`src/rtl/hdmi_status_sb_tx.sv`:
```
// rtl/hdmi_status_sb_tx.sv - HDMI status sideband AXI-Stream producer
//
// Synchronises and debounces the link-ready and hot-plug-detect inputs and
// sends a 2-bit status beat after reset, on every debounced change, and on
// an optional periodic refresh.
//
// Ports:
//   status_sb_aclk    in   sole clock, rising edge
//   status_sb_areset  in   asynchronous active-high reset
//   link_rdy_in       in   link ready, asynchronous
//   hpd_in            in   hot-plug detect, asynchronous
//   status_sb_tdata   out  [1:0] bit0 = link ready, bit1 = HPD
//   status_sb_tvalid  out  beat valid
//   status_sb_tready  in   consumer accepts
//   status_cur        out  [1:0] debounced status, same bit map as tdata
//   tx_count          out  [15:0] accepted-beat counter, wraps
module hdmi_status_sb_tx #(
  parameter int unsigned SYNC_STAGES     = 2,
  parameter int unsigned DEBOUNCE_CYCLES = 1000,
  parameter int unsigned REFRESH_CYCLES  = 10_000_000
) (
  input  logic        status_sb_aclk,
  input  logic        status_sb_areset,
  input  logic        link_rdy_in,
  input  logic        hpd_in,
  output logic [1:0]  status_sb_tdata,
  output logic        status_sb_tvalid,
  input  logic        status_sb_tready,
  output logic [1:0]  status_cur,
  output logic [15:0] tx_count
);

  // The debounce counter never holds DEBOUNCE_CYCLES itself: it clears on
  // the edge it would get there, so it only needs to reach DEBOUNCE_CYCLES-1.
  localparam int unsigned DB_W = (DEBOUNCE_CYCLES > 1) ? $clog2(DEBOUNCE_CYCLES) : 1;
  localparam logic [DB_W-1:0] DB_LAST     = DB_W'(DEBOUNCE_CYCLES - 1);
  localparam logic [31:0]     REFRESH_MAX = 32'(REFRESH_CYCLES);

  typedef enum logic {ST_IDLE, ST_SEND} state_t;

  // ---------------------------------------------------------------------
  // Synchroniser and debounce (bit0 = link ready, bit1 = HPD)
  // ---------------------------------------------------------------------
  logic [SYNC_STAGES-1:0][1:0] sync_q, sync_d;
  logic [1:0][DB_W-1:0]        db_cnt_q, db_cnt_d;
  logic [1:0]                  deb_q, deb_d;
  logic [1:0]                  synced;

  assign synced = sync_q[SYNC_STAGES-1];

  always_comb begin
    sync_d[0] = {hpd_in, link_rdy_in};
    for (int i = 1; i < SYNC_STAGES; i++) begin
      sync_d[i] = sync_q[i-1];
    end
  end

  always_comb begin
    deb_d    = deb_q;
    db_cnt_d = '0;
    for (int b = 0; b < 2; b++) begin
      if (synced[b] != deb_q[b]) begin
        if (db_cnt_q[b] == DB_LAST) begin
          deb_d[b] = synced[b];
        end else begin
          db_cnt_d[b] = db_cnt_q[b] + 1'b1;
        end
      end
    end
  end

  always_ff @(posedge status_sb_aclk or posedge status_sb_areset) begin
    if (status_sb_areset) begin
      sync_q   <= '0;
      db_cnt_q <= '0;
      deb_q    <= '0;
    end else begin
      sync_q   <= sync_d;
      db_cnt_q <= db_cnt_d;
      deb_q    <= deb_d;
    end
  end

  // ---------------------------------------------------------------------
  // TX FSM
  // ---------------------------------------------------------------------
  state_t      state_q, state_d;
  logic [1:0]  tdata_q, tdata_d;
  logic        tvalid_q, tvalid_d;
  logic [1:0]  last_sent_q, last_sent_d;
  logic        force_q, force_d;
  logic [15:0] tx_count_q, tx_count_d;
  logic [31:0] refresh_cnt_q, refresh_cnt_d;
  logic        refresh_req_q, refresh_req_d;

  logic [31:0] refresh_inc;
  logic        refresh_hit;
  logic        refresh_due;
  logic        send_req;
  logic        accept;

  // refresh_hit fires only on the edge the counter arrives at the limit, so
  // a saturated counter does not re-arm the request while a beat is in flight.
  // Treating the arrival edge as a request is what gives REFRESH_CYCLES+1
  // spacing between refresh beats.
  assign refresh_inc = refresh_cnt_q + 32'd1;
  assign refresh_hit = (REFRESH_MAX != 32'd0) && (refresh_cnt_q != REFRESH_MAX) &&
                       (refresh_inc == REFRESH_MAX);
  assign refresh_due = refresh_req_q | refresh_hit;
  assign send_req    = force_q | (deb_q != last_sent_q) | refresh_due;
  assign accept      = tvalid_q & status_sb_tready;

  // State register
  always_ff @(posedge status_sb_aclk or posedge status_sb_areset) begin
    if (status_sb_areset) begin
      state_q <= ST_IDLE;
    end else begin
      state_q <= state_d;
    end
  end

  // Next-state logic
  always_comb begin
    state_d = state_q;
    unique case (state_q)
      ST_IDLE: if (send_req) state_d = ST_SEND;
      ST_SEND: if (accept)   state_d = ST_IDLE;
      default: state_d = ST_IDLE;
    endcase
  end

  // Output / datapath logic
  always_comb begin
    tdata_d       = tdata_q;
    tvalid_d      = tvalid_q;
    last_sent_d   = last_sent_q;
    force_d       = force_q;
    tx_count_d    = tx_count_q;
    refresh_req_d = refresh_due;
    refresh_cnt_d = refresh_cnt_q;

    if ((REFRESH_MAX != 32'd0) && (refresh_cnt_q != REFRESH_MAX)) begin
      refresh_cnt_d = refresh_inc;
    end

    unique case (state_q)
      ST_IDLE: begin
        // Any mix of causes collapses into this single beat.
        if (send_req) begin
          tdata_d       = deb_q;
          tvalid_d      = 1'b1;
          force_d       = 1'b0;
          refresh_req_d = 1'b0;
        end
      end
      ST_SEND: begin
        if (accept) begin
          last_sent_d   = tdata_q;
          tvalid_d      = 1'b0;
          tx_count_d    = tx_count_q + 16'd1;
          refresh_cnt_d = '0;
        end
      end
      default: ;
    endcase
  end

  always_ff @(posedge status_sb_aclk or posedge status_sb_areset) begin
    if (status_sb_areset) begin
      tdata_q       <= '0;
      tvalid_q      <= 1'b0;
      last_sent_q   <= '0;
      force_q       <= 1'b1;
      tx_count_q    <= '0;
      refresh_cnt_q <= '0;
      refresh_req_q <= 1'b0;
    end else begin
      tdata_q       <= tdata_d;
      tvalid_q      <= tvalid_d;
      last_sent_q   <= last_sent_d;
      force_q       <= force_d;
      tx_count_q    <= tx_count_d;
      refresh_cnt_q <= refresh_cnt_d;
      refresh_req_q <= refresh_req_d;
    end
  end

  assign status_sb_tdata  = tdata_q;
  assign status_sb_tvalid = tvalid_q;
  assign status_cur       = deb_q;
  assign tx_count         = tx_count_q;

endmodule

```
`config.mk`:
```
export PLATFORM = sky130hd
export DESIGN_NAME = hdmi_status_sb_tx
export DESIGN_NICKNAME = d
export VERILOG_FILES = /design/src/rtl/hdmi_status_sb_tx.sv
export SDC_FILE = /design/constraint.sdc
export NUM_CORES = 1
export LEC_CHECK = 0
export BUFFER_PORTS_ARGS = -buffer_cell sky130_fd_sc_hd__buf_2
export CORE_AREA = 2 2 139 87
export CTS_BUF_LIST = sky130_fd_sc_hd__clkbuf_4
export DETAILED_ROUTE_END_ITERATION = 8
export DIE_AREA = 0 0 141 89
export SLEW_MARGIN = 20
export SYNTH_ARGS = -nofsm -noshare
export SYNTH_HDL_FRONTEND = slang
export SYNTH_SLANG_ARGS = --single-unit
```
`constraint.sdc`:
```
create_clock -name status_sb_aclk -period 4.57 [get_ports status_sb_aclk]
set_input_delay 0.2285 -clock status_sb_aclk [delete_from_list [all_inputs] [get_ports status_sb_aclk]]
set_output_delay 0.2285 -clock status_sb_aclk [all_outputs]
set_load 0.02 [all_outputs]
```
# Word level (Yosys, flattened, before mapping)
# Index checks and enable logic that the tools add are counted.
word_totals:
  output_inout_bits: 21
  ff_bits: 82
  elab_cells: 53
classes:
  n_reduce_logical: 6
  n_eq_ne: 9
  n_addsub: 4
  n_bitwise: 5
  mux: 15
ops:
  columns: ["operator", "count"]
  rows:
  - ["2-to-1 mux 32 bit", 3]
  - ["2-to-1 mux 10 bit", 4]
  - ["adder 32 x 1 -> 32 bit, second input constant", 1]
  - ["equality test 32 x 24 -> 1 bit, second input constant", 1]
  - ["inequality test 32 x 24 -> 1 bit, second input constant", 1]
  - ["adder 10 x 1 -> 10 bit, second input constant", 2]
  - ["equality test 10 bit, second input constant", 2]
  - ["adder 16 x 1 -> 16 bit, second input constant", 1]
  - ["AND reduction 2 bit", 5]
  - ["2-to-1 mux 1 bit", 6]
  - ["case mux 1 bit (2 select lines)", 2]
  - ["bitwise OR 1 bit", 3]
  - ["inequality test 1 bit", 2]
  - ["inequality test 2 x 1 -> 1 bit, second input constant", 1]
  - ["inequality test 2 bit", 1]
  - ["inequality test 2 bit, second input constant", 1]
  - ["AND 1 bit", 1]
  - ["logical AND 1 bit", 1]
  - ["inverter 1 bit", 1]

# Longest topological paths before layout
depth:
  word_depth: 7
  mapped_depth: 10
  depth_no_buf: 9

# Worst setup path before layout
# OpenSTA, ideal clock, no wires.
synth_timing:
  path_kind: "register to register"
  startpoint: "register refresh_cnt_q[0]"
  endpoint: "register tdata_q[0] (netlist: status_sb_tdata[0])"
  setup_ns: 0.124
  synth_period_minus_slack_ns: 2.633
  path_buffers: 1
  slack_ns: 1.937
  required_ns: 4.446
  arrival_time_ns: 2.509
  path_stages_with_launch: 10
  path_cell_list: "dfrtp_1 ha_1 buf_2 nand4_1 nor4_4 nand3_1 or2_2 a2111oi_4 a31oi_1 a211o_1"
synth_between:
  elab_chain_cells: 6
  elab_cells_between_ends: 7
  classes_between: "add/sub (1); eq/ne (2); bitwise (2); reduce/logical (2)"
synth_lines:
  columns: ["element", "line", "source"]
  rows:
  - ["from (decl)", "93", "logic [31:0] refresh_cnt_q, refresh_cnt_d;"]
  - ["from (signal assigned)", "183", "refresh_cnt_q <= refresh_cnt_d;"]
  - ["adder 32 x 1 -> 32 bit", "106", "assign refresh_inc = refresh_cnt_q + 32'd1;"]
  - ["equality test 32 x 24 -> 1 bit", "108", "(refresh_inc == REFRESH_MAX);"]
  - ["logical AND 1 bit *", "107", "assign refresh_hit = (REFRESH_MAX != 32'd0) && (refresh_cnt_q != REFRESH_MAX) &&"]
  - ["bitwise OR 1 bit *", "109", "assign refresh_due = refresh_req_q | refresh_hit;"]
  - ["bitwise OR 1 bit *", "110", "assign send_req = force_q | (deb_q != last_sent_q) | refresh_due;"]
  - ["AND reduction 2 bit (no line) *", null, null]
  - ["to (signal assigned)", "178", "tdata_q <= tdata_d;"]
  - ["to (decl)", "88", "logic [1:0] tdata_q, tdata_d;"]
# Mark *: on every way between the ends. The rest lies on a longest branch, timed or not.
# A chain may end at the register's enable or synchronous reset.

# Final worst setup path
layout_timing:
  startpoint: "register refresh_cnt_q[0]"
  endpoint: "register tdata_q[1] (netlist: status_sb_tdata[1])"
# The elaborated chain is that of the path after synthesis.

==> impl_metrics.tcl <==
set metrics [dict create \
    outcome "finished with violations" \
    violations "negative hold slack" \
    dpl.cell_count 603 \
    rows 30 \
    finalSetupTns_ps 0 \
    cts_tree "done" \
    detail_route.wl_per_cell_microns 16.0 \
    dieArea_sq_um 12500 \
    relSlewSlack_pct 48.5 \
    fin_cells 621 \
    fin_area_sq_um 4790 \
    synth_fa_ha_area_share_pct 1.41 \
    clock_latency_ps 430 \
    irDropWorstVdd_mv 0.113 \
    synth-simple-area-share_pct 28.6 \
    synthArstFlopShare_pct 100 \
    end_kind "flop" \
    place.gp.congestion 0.959 \
    vias 3330 \
    post_cts_buffers 0 \
    hold_violations 44 \
    crit_path_start_kind "flop" \
    root_buffer "clkbuf_4" \
    numClockSinks 82 \
    syn_avg_cell_area_sq_um 9.72 \
    synthesis.area_sq_um 4420 \
    skew_ps 14.3 \
    synth_top_family_by_area "simple AND/OR/NAND/NOR gates" \
    setup_viol 0 \
    finalCriticalPeriod_ps 3120 \
    power.density_nw_per_um2 251 \
    numCtsBuffers 9 \
    synth_edf_count 0 \
    crit_fanout 9 \
    drv_cap 0 \
    criticalPathCategory "flop to flop" \
    synth_xor_area_share_pct 13.1 \
    ant_nets 0 \
    holdWs_ps -33.6 \
    fill_cells 1092 \
    drt_iter0_markers 286 \
    ys_types 52 \
    drv_slew 0 \
    synthMuxAreaShare_pct 1.22 \
    grt_pass1_vias 3168 \
    viasPerCell 5.36 \
    n_antenna_cell 0 \
    initial_utilization_pct 39.7 \
    required_ps 4890 \
    die_w_microns 141 \
    yosysSeqAreaShare_pct 46.4 \
    drive_gt1_share_pct 13.4 \
    fin_nets 482 \
    multi_input_area_sq_um 2220 \
    grt_max_degree 83 \
    crit_arrival_ps 3440 \
    h-tree-depth 3 \
    antenna_found_initial 0 \
    hold_path.class "primary input to async pin" \
    coreArea_sq_um 11100 \
    grt_pass1_wl_microns 16600 \
    portBuffers 25 \
    hpwl_microns 7150 \
    area_growth_pct 8.34 \
    period_share_pct 68.3 \
    placed_cell_area_sq_um 4630 \
    drc 0 \
    ios 26 \
    ys_warn_count 0 \
    fp.dieH_microns 89 \
    clk_pin_slew_ps 120 \
    overflow 0 \
    routed_wl_microns 9950 \
    regArea_sq_um 2050 \
    leakagePower_nw 2.12 \
    grt_usage_pct 17.0 \
    clockBufferDepth 2 \
    rsz0062_at_grt "false" \
    synth-compound-area-share_pct 5.85 \
    ys.flop_type "dfrtp_1" \
    worst_pin_slew_ps 770 \
    ys_ff_latch 82 \
    syn_inst 455 \
    final_util_pct 43.0 \
    fmax_mhz 320 \
    syn_nets 465 \
    firstDrtPassIters 5 \
]
## placed cells by master, fill, tap and decap left out, types with 3 or more instances in the layout
| master | netlist | final |
|---|---|---|
| and3_1 | 12 | 12 |
| nand2b_1 | 4 | 4 |
| nor4_1 | 10 | 10 |
| and4_1 | 5 | 5 |
| xor2_1 | 26 | 26 |
| a21oi_1 | 5 | 5 |
| or3_1 | 5 | 5 |
| nand4_1 | 13 | 13 |
| a31oi_1 | 4 | 4 |
| nand2_1 | 44 | 44 |
| clkbuf_4 | 0 | 13 |
| o21ai_0 | 6 | 6 |
| nand3b_1 | 3 | 3 |
| mux2_2 | 3 | 3 |
| nand3_1 | 26 | 26 |
| inv_1 | 12 | 11 |
| nor3b_1 | 3 | 3 |
| buf_2 | 11 | 25 |
| or2_2 | 3 | 3 |
| xnor2_1 | 40 | 40 |
| nor4_4 | 4 | 4 |
| ha_1 | 5 | 5 |
| nor2b_1 | 5 | 5 |
| dfrtp_1 | 81 | 81 |
| and2_1 | 5 | 5 |
| nor2_1 | 63 | 63 |
| nor3_1 | 11 | 11 |
## sequential cells by signal, summed over array words and instances, names as in the netlist
register,flops
synced,2
status_sb_tvalid,1
sync_d,2
last_sent_q,2
db_cnt_q,20
status_sb_tdata,2
refresh_cnt_q,32
tx_count,16
refresh_req_q,1
status_cur,2
state_q,1
force_q,1
## layout make-up
class	instances	share of cell area [%]
well taps	144	3.76
flip-flops and latches	82	42.8
clock buffers	13	2.04
clock inverters	3	0.887
repair buffers	28	3.26
inverters	12	0.966
multi-input cells	339	46.3
## cell families after synthesis
group	Yosys count
simple gates	229
flops	82
xor+xnor	66
compound gates	34
buf+inv	34
mux	5
fa+ha+maj	5
## path summary, 6_finish.rpt
path	start	end	slack (ps)	depth (start not counted)
min	status_sb_areset	tx_count[13]$_DFFE_PP0P_	-30	3
max	refresh_cnt_q[0]$_DFF_PP0_	status_sb_tdata[1]$_DFFE_PP0P_	1450	8
min reg2reg	sync_d[3]$_DFF_PP0_	synced[1]$_DFF_PP0_	370	0
max reg2reg	refresh_cnt_q[0]$_DFF_PP0_	status_sb_tdata[1]$_DFFE_PP0P_	1450	8
max in group asynchronous	status_sb_areset	refresh_cnt_q[11]$_DFF_PP0_	4090	3
min in group status_sb_aclk	status_sb_tready	status_sb_tvalid$_DFFE_PP0P_	140	3
## metrics by stage
stage                     worst slack, ps  power [mW]
after floorplan                      1940       0.769
after global placement               1630       0.778
after detailed placement             1540       0.779
after CTS                            1480        1.22
after global routing                 1230        1.26
final                                1450        1.20
## worst max-delay path, stage by stage, from the launching register on
cell,delay [ps]
dfrtp_1,470
ha_1,360
nand4_1,340
nor4_4,420
nand3_1,230
or2_2,380
a2111oi_4,410
a31oi_1,150
a211o_1,250
## cells in the mapped netlist, drive strengths merged, types with 6 or more instances
master	instances	area (sq um)
dfrtp	81	2030
nor2	63	236
nand2	44	165
xnor2	40	350
nand3	28	150
xor2	26	228
nand4	15	124
nor4	14	148
and3	13	86.3
buf	13	73.8
inv	12	45.0
nor3	11	55.1
clkbuf	9	35.0
a21oi	6	33.8
o21ai	6	30.0
## per-layer routing
metal	vias up	track usage, %	share of wire, %
met4	0	4.73	0.76
li1	1605	-	-
met5	-	0	0
met1	1616	26.5	54
met2	102	23.1	39
met3	7	4.28	6.2
## where the power goes
| group | leakage, nW | total, mW | switching (mW) | internal [mW] |
|---|---|---|---|---|
| sequential | 1.07 | 0.736 | 0.00423 | 0.731 |
| clock | 0.0780 | 0.439 | 0.247 | 0.191 |
| combinational | 0.970 | 0.0296 | 0.0212 | 0.00840 |
| total | 2.12 | 1.20 | 0.273 | 0.931 |
## timing repair
action | CTS | global route
hold buffers | 2 | 0
hold endpoints to repair | 2 | 0
gates resized for setup | 0 | 0
Note: power is estimated with default switching activity, not from simulation.
